## src/rtl/seq_restoring_divider.sv

```systemverilog
// seq_restoring_divider: unsigned restoring divider, one quotient bit per clock, start/busy/done handshake
module seq_restoring_divider #(
    parameter int DIVIDEND_W = 16,
    parameter int DIVISOR_W  = 8,
    parameter int CNT_W      = 5
) (
    input  logic                  clk,
    input  logic                  rst,
    input  logic                  start,
    input  logic [DIVIDEND_W-1:0] dividend,
    input  logic [DIVISOR_W-1:0]  divisor,
    output logic                  busy,
    output logic                  done,
    output logic [DIVIDEND_W-1:0] quotient,
    output logic [DIVISOR_W-1:0]  remainder,
    output logic                  div_by_zero
);
    typedef enum logic [1:0] {S_IDLE, S_CALC, S_DONE} state_t;
    state_t                  r_state, w_next;
    logic [DIVIDEND_W-1:0]   r_dvd;
    logic [DIVISOR_W-1:0]    r_dvs;
    logic [DIVISOR_W:0]      r_prem;
    logic [CNT_W-1:0]        r_cnt;
    logic                    r_dbz;
    logic                    w_accept;
    logic                    w_zero;
    logic                    w_last;
    logic                    w_ge;
    logic [DIVISOR_W+1:0]    w_shift;
    logic [DIVISOR_W:0]      w_diff;
    // the dividend register doubles as the quotient: its MSB feeds the partial remainder while quotient bits enter at the LSB
    assign w_shift   = {r_prem, r_dvd[DIVIDEND_W-1]};
    assign w_ge      = w_shift >= {2'b00, r_dvs};
    assign w_diff    = w_shift[DIVISOR_W:0] - {1'b0, r_dvs};
    assign w_last    = r_cnt == CNT_W'(1);
    assign w_zero    = divisor == '0;
    assign w_accept  = (r_state == S_IDLE) && start;
    assign quotient  = r_dvd;
    assign remainder = r_prem[DIVISOR_W-1:0];
    assign div_by_zero = r_dbz;
    // state register
    always_ff @(posedge clk) begin
        if (rst) r_state <= S_IDLE;
        else     r_state <= w_next;
    end
    // next state and handshake outputs
    always_comb begin
        w_next = r_state;
        busy   = 1'b0;
        done   = 1'b0;
        case (r_state)
            S_IDLE: w_next = start ? (w_zero ? S_DONE : S_CALC) : S_IDLE;
            S_CALC: begin
                busy   = 1'b1;
                w_next = w_last ? S_DONE : S_CALC;
            end
            S_DONE: begin
                busy   = 1'b1;
                done   = 1'b1;
                w_next = S_IDLE;
            end
            default: w_next = S_IDLE;
        endcase
    end
    // operand capture and one shift/subtract/restore step per CALC cycle
    always_ff @(posedge clk) begin
        if (rst) begin
            r_dvd  <= '0;
            r_dvs  <= '0;
            r_prem <= '0;
            r_cnt  <= '0;
            r_dbz  <= 1'b0;
        end else if (w_accept) begin
            r_dvs  <= divisor;
            r_cnt  <= CNT_W'(DIVIDEND_W);
            r_dbz  <= w_zero;
            r_dvd  <= w_zero ? '1 : dividend;
            r_prem <= w_zero ? {1'b0, dividend[DIVISOR_W-1:0]} : '0;
        end else if (r_state == S_CALC) begin
            r_dvd  <= {r_dvd[DIVIDEND_W-2:0], w_ge};
            r_prem <= w_ge ? w_diff : w_shift[DIVISOR_W:0];
            r_cnt  <= r_cnt - CNT_W'(1);
        end
    end
endmodule

```

## config.mk

```make
export PLATFORM = sky130hd
export DESIGN_NAME = seq_restoring_divider
export DESIGN_NICKNAME = d
export VERILOG_FILES = /design/src/rtl/seq_restoring_divider.sv
export SDC_FILE = /design/constraint.sdc
export NUM_CORES = 1
export LEC_CHECK = 0
export ABC_CLOCK_PERIOD_IN_PS = 2400
export CORE_MARGIN = 2
export CORE_UTILIZATION = 28
export CTS_CLUSTER_DIAMETER = 50
export DETAILED_ROUTE_END_ITERATION = 6
export PLACE_DENSITY = 0.53
export SETUP_SLACK_MARGIN = 0.1
export SYNTH_ARGS = -nofsm -noshare
export SYNTH_HDL_FRONTEND = slang
export SYNTH_SLANG_ARGS = --single-unit
export TNS_END_PERCENT = 20
```

## constraint.sdc

```tcl
create_clock -name clk -period 2.4 [get_ports clk]
set_input_delay 0.6 -clock clk [delete_from_list [all_inputs] [get_ports clk]]
set_output_delay 0.6 -clock clk [all_outputs]
set_load 0.03 [all_outputs]
```

## Word-level counts from Yosys, hierarchy flattened

Index checks and enable logic that the tools add are counted.

| cells by class | value |
|---|---|
| reductions and logical operators | 6 |
| add/sub/neg operators | 2 |
| muxes and demuxes | 15 |
| magnitude comparators | 1 |
| equal/unequal tests | 3 |

Operators with widths:

| cell | count |
|---|---|
| 16-bit two-way mux | 3 |
| 9-bit two-way mux | 3 |
| 10-bit by 8-bit >= comparator with 1-bit output | 1 |
| 5-bit two-way mux | 2 |
| 9-bit by 8-bit subtractor with 9-bit output | 1 |
| 8-bit logical NOT | 1 |
| 8-bit two-way mux | 1 |
| 2-bit two-way mux | 3 |
| 5-bit by 1-bit == test with 1-bit output, second input constant | 1 |
| 5-bit by 1-bit subtractor with 5-bit output, second input constant | 1 |
| 2-bit case mux with 2 select lines | 1 |
| 2-bit OR reduction | 2 |
| 2-bit by 1-bit == test with 1-bit output, second input constant | 1 |
| 2-bit == test, second input constant | 1 |
| 2-bit logical NOT | 1 |
| 1-bit two-way mux | 2 |
| 2-bit nonzero test | 1 |
| 1-bit logical AND | 1 |

| word-level totals | value |
|---|---|
| word-level logic and storage cells | 34 |
| output and inout port bits | 27 |
| bits of input ports | 27 |
| bits in registers | 41 |

## Longest topological paths before layout

Gate-level depths: netlist (run 1).

| depth | value |
|---|---|
| word-level depth | 4 |
| depth in mapped cells | 10 |

## Worst setup path after synthesis (run 1)

Ideal clock, no wire load.

| timing path | value |
|---|---|
| kind | register to register |
| from | reg r_dvd[15] (netlist: quotient[15]) |
| to | reg r_prem[5] |
| arrival | 2.126 ns |
| slack | 0.154 ns |
| path buffers | 1 |
| library setup time | 0.120 ns |
| cell stages (with the launch flop) | 11 |
| required time | 2.280 ns |
| cell sequence | dfxtp_1 > inv_1 > ha_1 > inv_1 > fa_1 > nand3_1 > a31oi_1 > nor4_4 > buf_6 > a21oi_2 > a211o_1 |

| on the way | value |
|---|---|
| word-level cells in the longest chain between the ends | 4 |
| elaborated cells between the ends (all ways) | 5 |

RTL lines:

| item | RTL line | text |
|---|---|---|
| from (decl) | 20 | `logic [DIVIDEND_W-1:0] r_dvd;` |
| from (signal assigned) | 77 | `r_dvd <= w_zero ? '1 : dividend;` |
| from (signal assigned) | 80 | `r_dvd <= {r_dvd[DIVIDEND_W-2:0], w_ge};` |
| 9-bit by 8-bit subtractor with 9-bit output / 10-bit by 8-bit >= comparator with 1-bit output (equally long branches) | 34, 33 |  |
| 9-bit two-way mux (*) | 81 | `r_prem <= w_ge ? w_diff : w_shift[DIVISOR_W:0];` |
| 9-bit two-way mux (*) | 79 | `end else if (r_state == S_CALC) begin` |
| 9-bit two-way mux (*) | 73 | `end else if (w_accept) begin` |
| to (signal assigned) | 78 | `r_prem <= w_zero ? {1'b0, dividend[DIVISOR_W-1:0]} : '0;` |
| to (signal assigned) | 81 |  |
| to (decl) | 22 | `logic [DIVISOR_W:0] r_prem;` |

Every way passes the cells marked *; elsewhere a longest branch is shown, timed or not. The select of a mux whose other input is x is not followed.
A chain may end at the register's enable or synchronous reset.

## Worst setup path in the final report (run 1)

| timing path | value |
|---|---|
| from | reg r_dvd[15] (netlist: quotient[15]) |
| to | reg r_prem[0] |

Same word-level chain as after synthesis.

==> flow_summary_export.csv, run 1 <==
group,metric,value,unit
grt,antenna_found_initial,0,
worst_setup_path,path_class,"register to register",
timing,setup_tns,0,ns
floorplanning,die-area,9740,um^2
timing,grt_setup_unrepaired,"true",
timing,slew_violations,0,
power_and_ir_drop,p_per_area,684,nW/um^2
worst_setup_path,rr_startpoint,"quotient[15]$_SDFFE_PP0P_",
place,dp_hpwl,5150,um
run_status,status,"complete, no violations",
worst_setup_path,crit_start,"quotient[15]$_SDFFE_PP0P_",
logic_synthesis,synth_ff_type,"dfxtp_1",
routing,first_iter_violations,76,
flow_run,max-cap-violations,0,
worst_setup_path,regToRegSetupSlack,0.21,ns
worst_setup_path,required,2.63,ns
grt,grt_pass1_vias,2139,
grt,grt_overflow,0,
cts,cts_tree,"built",
timing,fmax,456,MHz
floorplanning,start_util,28.8,%
worst_hold_path,hp-class,"register to register",
logic_synthesis,synth.distinct_cells,52,
floorplanning,design.core.area,8720,um^2
logic_synthesis,ys_ff_latch,41,
grt,track_usage,13.9,%
final_layout,area_delta_synth_final,32.7,%
logic_synthesis,seq_area_frac_synth,32.7,%
timing,period_needed,2.19,ns
final_layout,final_cells,449,
routing,routedWlPerCell,15.0,um
logic_synthesis,avgSynthCellArea,8.75,um^2
logic_synthesis,synth_cells,287,
cts,cts_buffer_depth,2,
worst_setup_path,r2r_cells,11,
final_layout,fill_cells,870,
final_layout,finalNetCount,381,
final_layout,layout-drive-gt1-share,15.5,%
routing,drt-total-wl,6730,um
worst_setup_path,start_kind,"register",
power_and_ir_drop,total_leakage_power,1.31,nW
floorplanning,fp.dieH,98.7,um
timing,max_slew_margin,39.9,%
worst_setup_path,cp-endpoint,"r_prem[0]$_SDFFE_PP0P_",
routing,num_vias,2226,
final_layout,diodes,0,
logic_synthesis,postSynth.asyncResetShare,0,%
floorplanning,fp-row-count,34,
logic_synthesis,synth_area,2510,um^2
logic_synthesis,yosys_warnings,0,
worst_setup_path,cp.arrival,2.42,ns
cts,cts.sinks,41,
floorplanning,dieWidth,98.7,um
place,dp_cells,438,
timing,tightest_slew,0.901,ns
worst_hold_path,hold_start,"r_dvs[4]$_SDFFE_PP0P_",
worst_setup_path,cp_max_fo,8,
power_and_ir_drop,total_power,2.28,mW
power_and_ir_drop,vdd_drop_max,0.262,mV
worst_setup_path,end_kind,"register",
cts,cts.clk_slew.worst_paths,0.08,ns
worst_setup_path,timing.rr.end,"r_prem[0]$_SDFFE_PP0P_",
place,gp_congestion,0.802,
timing,final_hold_viol_count,0,
place,io_buffers,53,
floorplanning,io-pin-count,54,
cts,clk_latency,0.30,ns
cts,hold_buffers,0,
logic_synthesis,synth_enable_flop_cells,0,
timing,setup_viol,0,
timing,skew,0.0102,ns
routing,drc,0,
timing,worst_hold_slack,0.456,ns
logic_synthesis,syn-num-nets,328,
cts,clock-root-buffer,"clkbuf_8",
routing,vias_per_cell,4.96,
grt,grt_pass1_wl,11000,um
grt,grt_max_degree,27,
cts,cts_buffers,5,
timing,finalCritPeriodShare,91.4,%
cts,htreeDepth,2,
routing,drtPass1Iterations,4,
routing,drtAntennaViolNets,0,
state kept, by name (all words and copies together) (netlist names):
signal       count
quotient        16
div_by_zero      1
r_cnt            5
r_prem           9
r_dvs            8
r_state          2
how the worst min path moves through the flow:
| stage | to | slack [ns] | cells past startpoint |
|---|---|---|---|
| 2_1_floorplan | r_dvs[1]$_SDFFE_PP0P_ | 0.44 | 2 |
| 3_3_place_gp | r_dvs[4]$_SDFFE_PP0P_ | 0.45 | 2 |
| 3_5_place_dp | r_dvs[4]$_SDFFE_PP0P_ | 0.45 | 2 |
| 4_1_cts | r_dvs[4]$_SDFFE_PP0P_ | 0.46 | 2 |
| 5_1_grt | r_dvs[6]$_SDFFE_PP0P_ | 0.47 | 2 |
| 6_report | r_dvs[4]$_SDFFE_PP0P_ | 0.46 | 2 |
placed cells by master, fill, tap and decap left out, types with 7 or more instances in the layout:
master | netlist | routed
nor2_1 | 10 | 10
inv_1 | 30 | 30
a221oi_2 | 9 | 9
nand3_1 | 8 | 7
a31oi_1 | 8 | 7
a21oi_1 | 23 | 23
ha_1 | 13 | 11
dfxtp_1 | 41 | 41
buf_4 | 9 | 18
mux2i_1 | 21 | 21
clkdlybuf4s50_1 | 0 | 52
nand2_1 | 25 | 25
metrics by stage:
step	cell area, um^2	utilization, %	setup slack [ns]
after floorplan	2510	-	0.154
after global placement	3160	36.2	-0.0228
after detailed placement	3160	36.2	-0.0670
after CTS	3280	37.6	0.126
after global routing	3330	38.2	0.0845
final	3330	38.2	0.207
area by class of cell:
| cell class | instances | area, um^2 | share of cell area (%) |
|---|---|---|---|
| Clock buffer | 6 | 82.6 | 2.48 |
| Clock inverter | 2 | 37.5 | 1.13 |
| Inverter | 31 | 116 | 3.49 |
| Multi-Input combinational cell | 189 | 1450 | 43.5 |
| Sequential cell | 41 | 821 | 24.7 |
| Tap cell | 108 | 135 | 4.06 |
| Timing Repair Buffer | 72 | 688 | 20.7 |
cells in the mapped netlist (4+ instances only):
cell type | number | share of area (%)
dfxtp_1 | 41 | 33
inv_1 | 30 | 4.5
nand2_1 | 25 | 3.7
a21oi_1 | 23 | 4.6
mux2i_1 | 21 | 8.4
ha_1 | 13 | 6.5
nor2_1 | 10 | 1.5
a221oi_2 | 9 | 5.4
buf_4 | 9 | 2.7
a31oi_1 | 8 | 2.0
clkbuf_1 | 8 | 1.2
nand3_1 | 8 | 1.6
a221oi_1 | 6 | 2.1
and3_1 | 6 | 1.5
buf_2 | 5 | 1.0
nor3_1 | 5 | 1.0
nand4_1 | 4 | 1.0
xor2_1 | 4 | 1.4
worst max-delay path, stage by stage (launching register included):
cell and delay (ns):
dfxtp_1 0.32, inv_1 0.08, ha_1 0.17, inv_1 0.06, fa_2 0.36, nand3_2 0.11
a31oi_2 0.11, nor4_4 0.34, buf_12 0.17, buf_4 0.11, mux2i_1 0.17, o2bb2ai_1 0.13
power breakdown:
| part | switching [mW] | internal [mW] |
|---|---|---|
| logic | 0.474 | 0.422 |
| clock network | 0.252 | 0.338 |
| registers | 0.0528 | 0.739 |
| total | 0.779 | 1.50 |
per-layer routing:
layer | vias to the layer above | track usage (%) | routed length (um)
met2 | 33 | 21.7 | 3110
met1 | 1053 | 20.1 | 3380
li1 | 1132 | - | -
met4 | 0 | 4.11 | 83
met3 | 8 | 2.06 | 161
met5 | - | 0 | 0
cell families (layout without fill, tap and decap cells):
| family | count (synthesis) | after routing | share of synthesized area (%) |
|---|---|---|---|
| adders and majority gates | 14 | 14 | 7.28 |
| DFF | 41 | 41 | 32.7 |
| muxes | 21 | 21 | 8.37 |
| xor gates and xnor gates | 7 | 7 | 2.44 |
| buffers and inverters | 57 | 111 | 10.7 |
| and+or+nand+nor | 77 | 77 | 16.6 |
| AOI/OAI and AO/OA | 70 | 70 | 21.9 |
what timing repair did:
| item | CTS | global route |
|---|---|---|
| resized for setup | 0 | 9 |
| endpoints found under the setup margin | 0 | 8 |
| buffers inserted | 0 | 3 |
Power figures use the tool's default switching activity.
==> run 2: changes to the inputs <==
--- a/config.mk
+++ b/config.mk
@@ -6,11 +6,13 @@
 export NUM_CORES = 1
 export LEC_CHECK = 0
 export ABC_CLOCK_PERIOD_IN_PS = 2400
-export CORE_MARGIN = 2
+export CELL_PAD_IN_SITES_DETAIL_PLACEMENT = 1
+export CELL_PAD_IN_SITES_GLOBAL_PLACEMENT = 2
+export CORE_MARGIN = 3
 export CORE_UTILIZATION = 28
 export CTS_CLUSTER_DIAMETER = 50
 export DETAILED_ROUTE_END_ITERATION = 6
-export PLACE_DENSITY = 0.53
+export PLACE_DENSITY = 0.79
 export SETUP_SLACK_MARGIN = 0.1
 export SYNTH_ARGS = -nofsm -noshare
 export SYNTH_HDL_FRONTEND = slang
==> run 2 against run 1 <==
Utilization is 2.2 points higher; routed wire length is 15% higher; register-to-register slack lost 0.07 ns; largest cell class unchanged; sequential power hardly changed; critical path type unchanged; maximum frequency decreased by 2.9%; critical path depth fell by 2; via count is 3.9% higher.
==> flow_summary_export.csv, run 2 (synthesized netlist as in run 1, its figures left out) <==
group,metric,value,unit
routing,routedWlPerCell,17.2,um
worst_setup_path,cp_max_fo,8,
routing,drtAntennaViolNets,0,
worst_setup_path,worst_path_largest_cell_delay,0.42,ns
cts,cts_tree,"built",
final_layout,layout_commonest_cell,"clkdlybuf4s50_1",
grt,met1_usage,21.3,%
grt,grt_pass1_wl,12200,um
grt,grt_max_degree,27,
worst_setup_path,path_buf_inv,3,
worst_setup_path,end_kind,"register",
worst_hold_path,holdPathStages,2,
timing,setup_tns,0,ns
timing,slew_violations,0,
final_layout,area_delta_synth_final,36.1,%
floorplanning,start_util,29.7,%
worst_setup_path,required,2.59,ns
cts,cts_buffers,5,
power_and_ir_drop,p_per_area,695,nW/um^2
timing,fmax,443,MHz
timing,period_needed,2.26,ns
cts,cts.clk_slew.worst_paths,0.08,ns
timing,final_hold_viol_count,0,
place,pre_cts_ws,-0.128,ns
grt,grt_pass1_vias,2317,
cts,htreeDepth,2,
final_layout,diodes,0,
floorplanning,fp-row-count,33,
final_layout,largest_reg_flops,16,
worst_setup_path,start_kind,"register",
grt,busiest_layer,"met2",
cts,hold_buffers,0,
floorplanning,design.core.area,8460,um^2
worst_setup_path,cp.arrival,2.44,ns
routing,drc,0,
routing,vias_per_cell,5.14,
grt,antenna_found_initial,0,
timing,setup_ws,0.142,ns
final_layout,layout_common_cells,"clkdlybuf4s50_1 (52), dfxtp_1 (40), inv_1 (29)",
worst_setup_path,crit_family,"simple AND/OR/NAND/NOR gates",
timing,grt_setup_unrepaired,"true",
final_layout,layout-drive-gt1-share,17.1,%
final_layout,multi_input_area,1500,um^2
flow_run,max-cap-violations,0,
power_and_ir_drop,total_leakage_power,1.35,nW
timing,tightest_slew,0.919,ns
worst_setup_path,path_cells,"inv_1 > ha_1 > nand4_1 > a31oi_4 > nor4_4 > buf_4 > clkbuf_16 > and3_1 > a211o_1",
cts,clock-root-buffer,"clkbuf_8",
run_status,status,"complete, no violations",
floorplanning,dieWidth,101,um
timing,max_slew_margin,38.7,%
floorplanning,io-pin-count,54,
place,io_buffers,53,
power_and_ir_drop,vdd_drop_max,0.255,mV
floorplanning,die-area,10100,um^2
grt,met3_usage,2.42,%
timing,setup_viol,0,
final_layout,finalNetCount,385,
final_layout,fill_cells,977,
cts,cts.sinks,41,
worst_setup_path,path_class,"register to register",
routing,num_vias,2313,
routing,first_iter_violations,58,
grt,grt_overflow,0,
worst_setup_path,r2r_cells,9,
floorplanning,fp.dieH,101,um
timing,finalCritPeriodShare,94.1,%
place,dp_hpwl,5620,um
cts,clk_latency,0.30,ns
worst_hold_path,hp-class,"register to register",
grt,track_usage,15.3,%
cts,cts_buffer_depth,2,
timing,skew,0.00541,ns
worst_setup_path,worst_path_max_delay_cell,"ha_1",
final_layout,seqCellArea,822,um^2
routing,drt-total-wl,7740,um
grt,use_met2,24.7,%
routing,drtPass1Iterations,4,
place,gp_congestion,0.741,
worst_setup_path,crit_cells,9,
==> run 2: area by class of cell <==
cell class / count / share of cell area (%)
well taps: 105 / 3.84
clock buffers: 7 / 2.53
inverters: 31 / 3.41
repair buffers: 76 / 21.5
clock inverters: 1 / 0.879
multi-input cells: 189 / 43.8
flip-flops and latches: 41 / 24.1
==> run 2: where the power goes <==
group | leakage (nW) | switching, mW | internal (mW) | total, mW
clock network | 0.0585 | 0.254 | 0.340 | 0.593
logic | 0.953 | 0.518 | 0.470 | 0.987
registers | 0.337 | 0.0547 | 0.739 | 0.794
total | 1.35 | 0.826 | 1.55 | 2.37
==> run 2: final timing paths <==
check	start	endpoint	slack (ns)
worst max-delay path	r_dvs[4]$_SDFFE_PP0P_	r_prem[5]$_SDFFE_PP0P_	0.14
worst min-delay path	r_dvs[3]$_SDFFE_PP0P_	r_dvs[3]$_SDFFE_PP0P_	0.46
worst max register to register	r_dvs[4]$_SDFFE_PP0P_	r_prem[5]$_SDFFE_PP0P_	0.14
worst min register to register	r_dvs[3]$_SDFFE_PP0P_	r_dvs[3]$_SDFFE_PP0P_	0.46
==> run 2: metrics by stage <==
step / power (mW) / hold WS (ns) / util (%) / area, um^2 / cells
2_1_floorplan: 1.37 / 0.436 / - / 2510 / 287
3_3_place_gp: 1.63 / 0.447 / 37.2 / 3150 / 435
3_5_place_dp: 1.65 / 0.450 / 37.2 / 3150 / 435
4_1_cts: 2.26 / 0.463 / 38.6 / 3270 / 443
5_1_grt: 2.50 / 0.487 / 40.4 / 3420 / 450
6_report: 2.37 / 0.461 / 40.4 / 3420 / 450
==> run 2: timing repair <==
action	4_1_cts	5_1_grt
buffers inserted	0	6
setup endpoints to repair	2	11
pin swaps	0	6
gates resized for setup	0	16
cloned	0	1
endpoints found under the hold margin	0	0
==> run 2: routing by layer <==
layer  vias up  share of wire (%)  wire length [um]
li1       1143                  -                 -
met1      1130                 48              3720
met2        32                 48              3750
met3         8                2.4               185
met4         0                1.1                82
met5         -                  0                 0
==> run 2: worst reg2reg max path, delay by kind of cell, from the launching register on <==
family	cells	cell delay [ns]
flops	1	0.35
fa+ha+maj	1	0.42
buf+inv	3	0.35
simple gates	3	0.52
compound gates	2	0.50
==> run 3: changes to the inputs <==
--- a/config.mk
+++ b/config.mk
@@ -5,7 +5,6 @@
 export SDC_FILE = /design/constraint.sdc
 export NUM_CORES = 1
 export LEC_CHECK = 0
-export ABC_CLOCK_PERIOD_IN_PS = 2400
 export CELL_PAD_IN_SITES_DETAIL_PLACEMENT = 1
 export CELL_PAD_IN_SITES_GLOBAL_PLACEMENT = 2
 export CORE_MARGIN = 3
==> constraint.sdc (replaced) <==
create_clock -name clk -period 2.3 [get_ports clk]
set_input_delay 0.575 -clock clk [delete_from_list [all_inputs] [get_ports clk]]
set_output_delay 0.575 -clock clk [all_outputs]
set_load 0.03 [all_outputs]
==> run 3 against run 2 <==
Final cell count is 2.7% higher; clock skew is 0.0024 ns higher; hold slack worse by 0.0011 ns; die area stayed put; sequential share of layout area is 0.35 points lower; register-to-register slack worse by 0.07 ns; sequential power is 4.2% higher; maximum frequency is 1.4% higher; non-clock buffer count is 12 higher; critical path depth is 2 higher; final area is 1.8% higher; critical endpoint is now r_prem[3]$_SDFFE_PP0P_.
==> flow_summary_export.csv, run 3 (synthesized netlist as in run 1, its figures left out) <==
group,metric,value,unit
routing,drtAntennaViolNets,0,
cts,cts_tree,"built",
worst_setup_path,cp-endpoint,"r_prem[3]$_SDFFE_PP0P_",
run_status,status,"complete, no violations",
grt,antenna_found_initial,0,
floorplanning,io-pin-count,54,
flow_run,max-cap-violations,0,
grt,track_usage,14.9,%
timing,grt_setup_unrepaired,"true",
grt,grt_max_degree,22,
final_layout,largest_reg_flops,16,
worst_setup_path,regToRegSetupSlack,0.07,ns
grt,grt_pass1_wl,12100,um
cts,htreeDepth,2,
timing,period_needed,2.23,ns
cts,cts.sinks,41,
floorplanning,fp-row-count,33,
final_layout,finalNetCount,397,
cts,cts_buffers,5,
worst_setup_path,cp.arrival,2.41,ns
final_layout,layout-drive-gt1-share,20.4,%
floorplanning,start_util,29.7,%
final_layout,diodes,0,
timing,finalCritPeriodShare,96.8,%
final_layout,area_delta_synth_final,38.6,%
routing,drc,0,
final_layout,final_core_util,41.1,%
routing,drtPass1Iterations,4,
worst_hold_path,hold_start,"r_dvs[2]$_SDFFE_PP0P_",
power_and_ir_drop,p_per_area,726,nW/um^2
timing,tightest_slew,0.533,ns
place,dp_hpwl,5790,um
worst_setup_path,r2r_cells,11,
floorplanning,die-area,10100,um^2
cts,cts_buffer_depth,2,
routing,routedWlPerCell,16.6,um
worst_setup_path,crit_start,"quotient[15]$_SDFFE_PP0P_",
routing,vias_per_cell,5.09,
power_and_ir_drop,power.internal,1.66,mW
power_and_ir_drop,clkPwrFrac,24.3,%
timing,max_slew_margin,64.4,%
worst_setup_path,timing.rr.end,"r_prem[3]$_SDFFE_PP0P_",
place,io_buffers,53,
power_and_ir_drop,seq_power_share,32.8,%
routing,first_iter_violations,88,
cts,clk_latency,0.30,ns
final_layout,layout_commonest_cell,"clkdlybuf4s50_1",
power_and_ir_drop,comb_power_share,43.0,%
power_and_ir_drop,total_leakage_power,1.39,nW
power_and_ir_drop,power_switching,0.860,mW
floorplanning,dieWidth,101,um
timing,fmax,449,MHz
power_and_ir_drop,total_power,2.52,mW
worst_setup_path,path_class,"register to register",
routing,num_vias,2350,
worst_setup_path,cp_max_fo,7,
worst_setup_path,end_kind,"register",
worst_setup_path,start_kind,"register",
routing,drt-total-wl,7680,um
worst_setup_path,rr_startpoint,"quotient[15]$_SDFFE_PP0P_",
cts,clock-root-buffer,"clkbuf_8",
timing,skew,0.00780,ns
grt,grt_overflow,0,
worst_hold_path,hp-class,"register to register",
worst_setup_path,required,2.48,ns
timing,final_hold_viol_count,0,
final_layout,layout_common_cells,"clkdlybuf4s50_1 (52), dfxtp_1 (40), buf_4 (32)",
timing,setup_viol,0,
timing,slew_violations,0,
power_and_ir_drop,swShare,34.1,%
cts,cts.clk_slew.worst_paths,0.09,ns
place,gp_congestion,0.710,
floorplanning,fp.dieH,101,um
grt,grt_pass1_vias,2357,
power_and_ir_drop,vdd_drop_max,0.300,mV
floorplanning,design.core.area,8460,um^2
## run 3: through the flow
step / hold WS, ns / area (um^2) / setup TNS, ns / cells / setup slack (ns)
final: 0.460 / 3480 / 0 / 462 / 0.0743
after global routing: 0.486 / 3480 / -0.0542 / 462 / -0.0172
after CTS: 0.465 / 3340 / 0 / 452 / 0.0731
after detailed placement: 0.452 / 3210 / -2.51 / 443 / -0.227
after global placement: 0.447 / 3210 / -0.945 / 443 / -0.0960
after floorplan: 0.436 / 2510 / 0 / 287 / 0.119
## run 3: timing repair
item / in CTS / in global routing
hold buffers: 0 / 0
buffers inserted: 1 / 10
resized for setup: 1 / 19
gates cloned: 0 / 0
setup endpoints to repair: 9 / 23
pin swaps: 1 / 9
## run 3: cell type report
| cell class | count | area, um^2 |
|---|---|---|
| Inverter | 31 | 119 |
| Multi-Input combinational cell | 189 | 1480 |
| Timing Repair Buffer | 88 | 812 |
| Tap cell | 105 | 131 |
| Fill cell | 974 | 4990 |
| Sequential cell | 41 | 825 |
| Clock inverter | 1 | 30.0 |
| Clock buffer | 7 | 86.3 |
## run 3: metal layers
metal / track usage, % / wire length (um)
met1: 20.3 / 3590
met3: 2.01 / 236
met5: 0 / 0
met4: 3.11 / 68
met2: 25.3 / 3780
## run 3: how the worst min path moves through the flow
stage               cells past startpoint  slack (ns)                    end
finish                                  2        0.46  r_dvs[2]$_SDFFE_PP0P_
detailed placement                      2        0.45  r_dvs[2]$_SDFFE_PP0P_
global placement                        2        0.45  r_dvs[5]$_SDFFE_PP0P_
floorplan                               2        0.44  r_dvs[1]$_SDFFE_PP0P_
global route                            2        0.49  r_dvs[1]$_SDFFE_PP0P_
CTS                                     2        0.47  r_dvs[2]$_SDFFE_PP0P_
## run 3: power by group through the flow
stage	logic [mW]	registers, mW	clock network [mW]
6_report	1.08	0.827	0.613
2_1_floorplan	0.542	0.886	0
5_1_grt	1.17	0.836	0.661
3_5_place_dp	0.896	0.843	0
4_1_cts	0.914	0.827	0.634
3_3_place_gp	0.879	0.841	0
## run 3: worst max-delay path: stages, from the launching register on
cell	delay, ns
dfxtp_4	0.36
inv_4	0.07
ha_4	0.13
inv_2	0.03
fa_2	0.39
nand3_4	0.12
a31oi_4	0.10
nor4_4	0.34
buf_12	0.17
buf_6	0.12
mux2i_1	0.19
o22ai_1	0.10
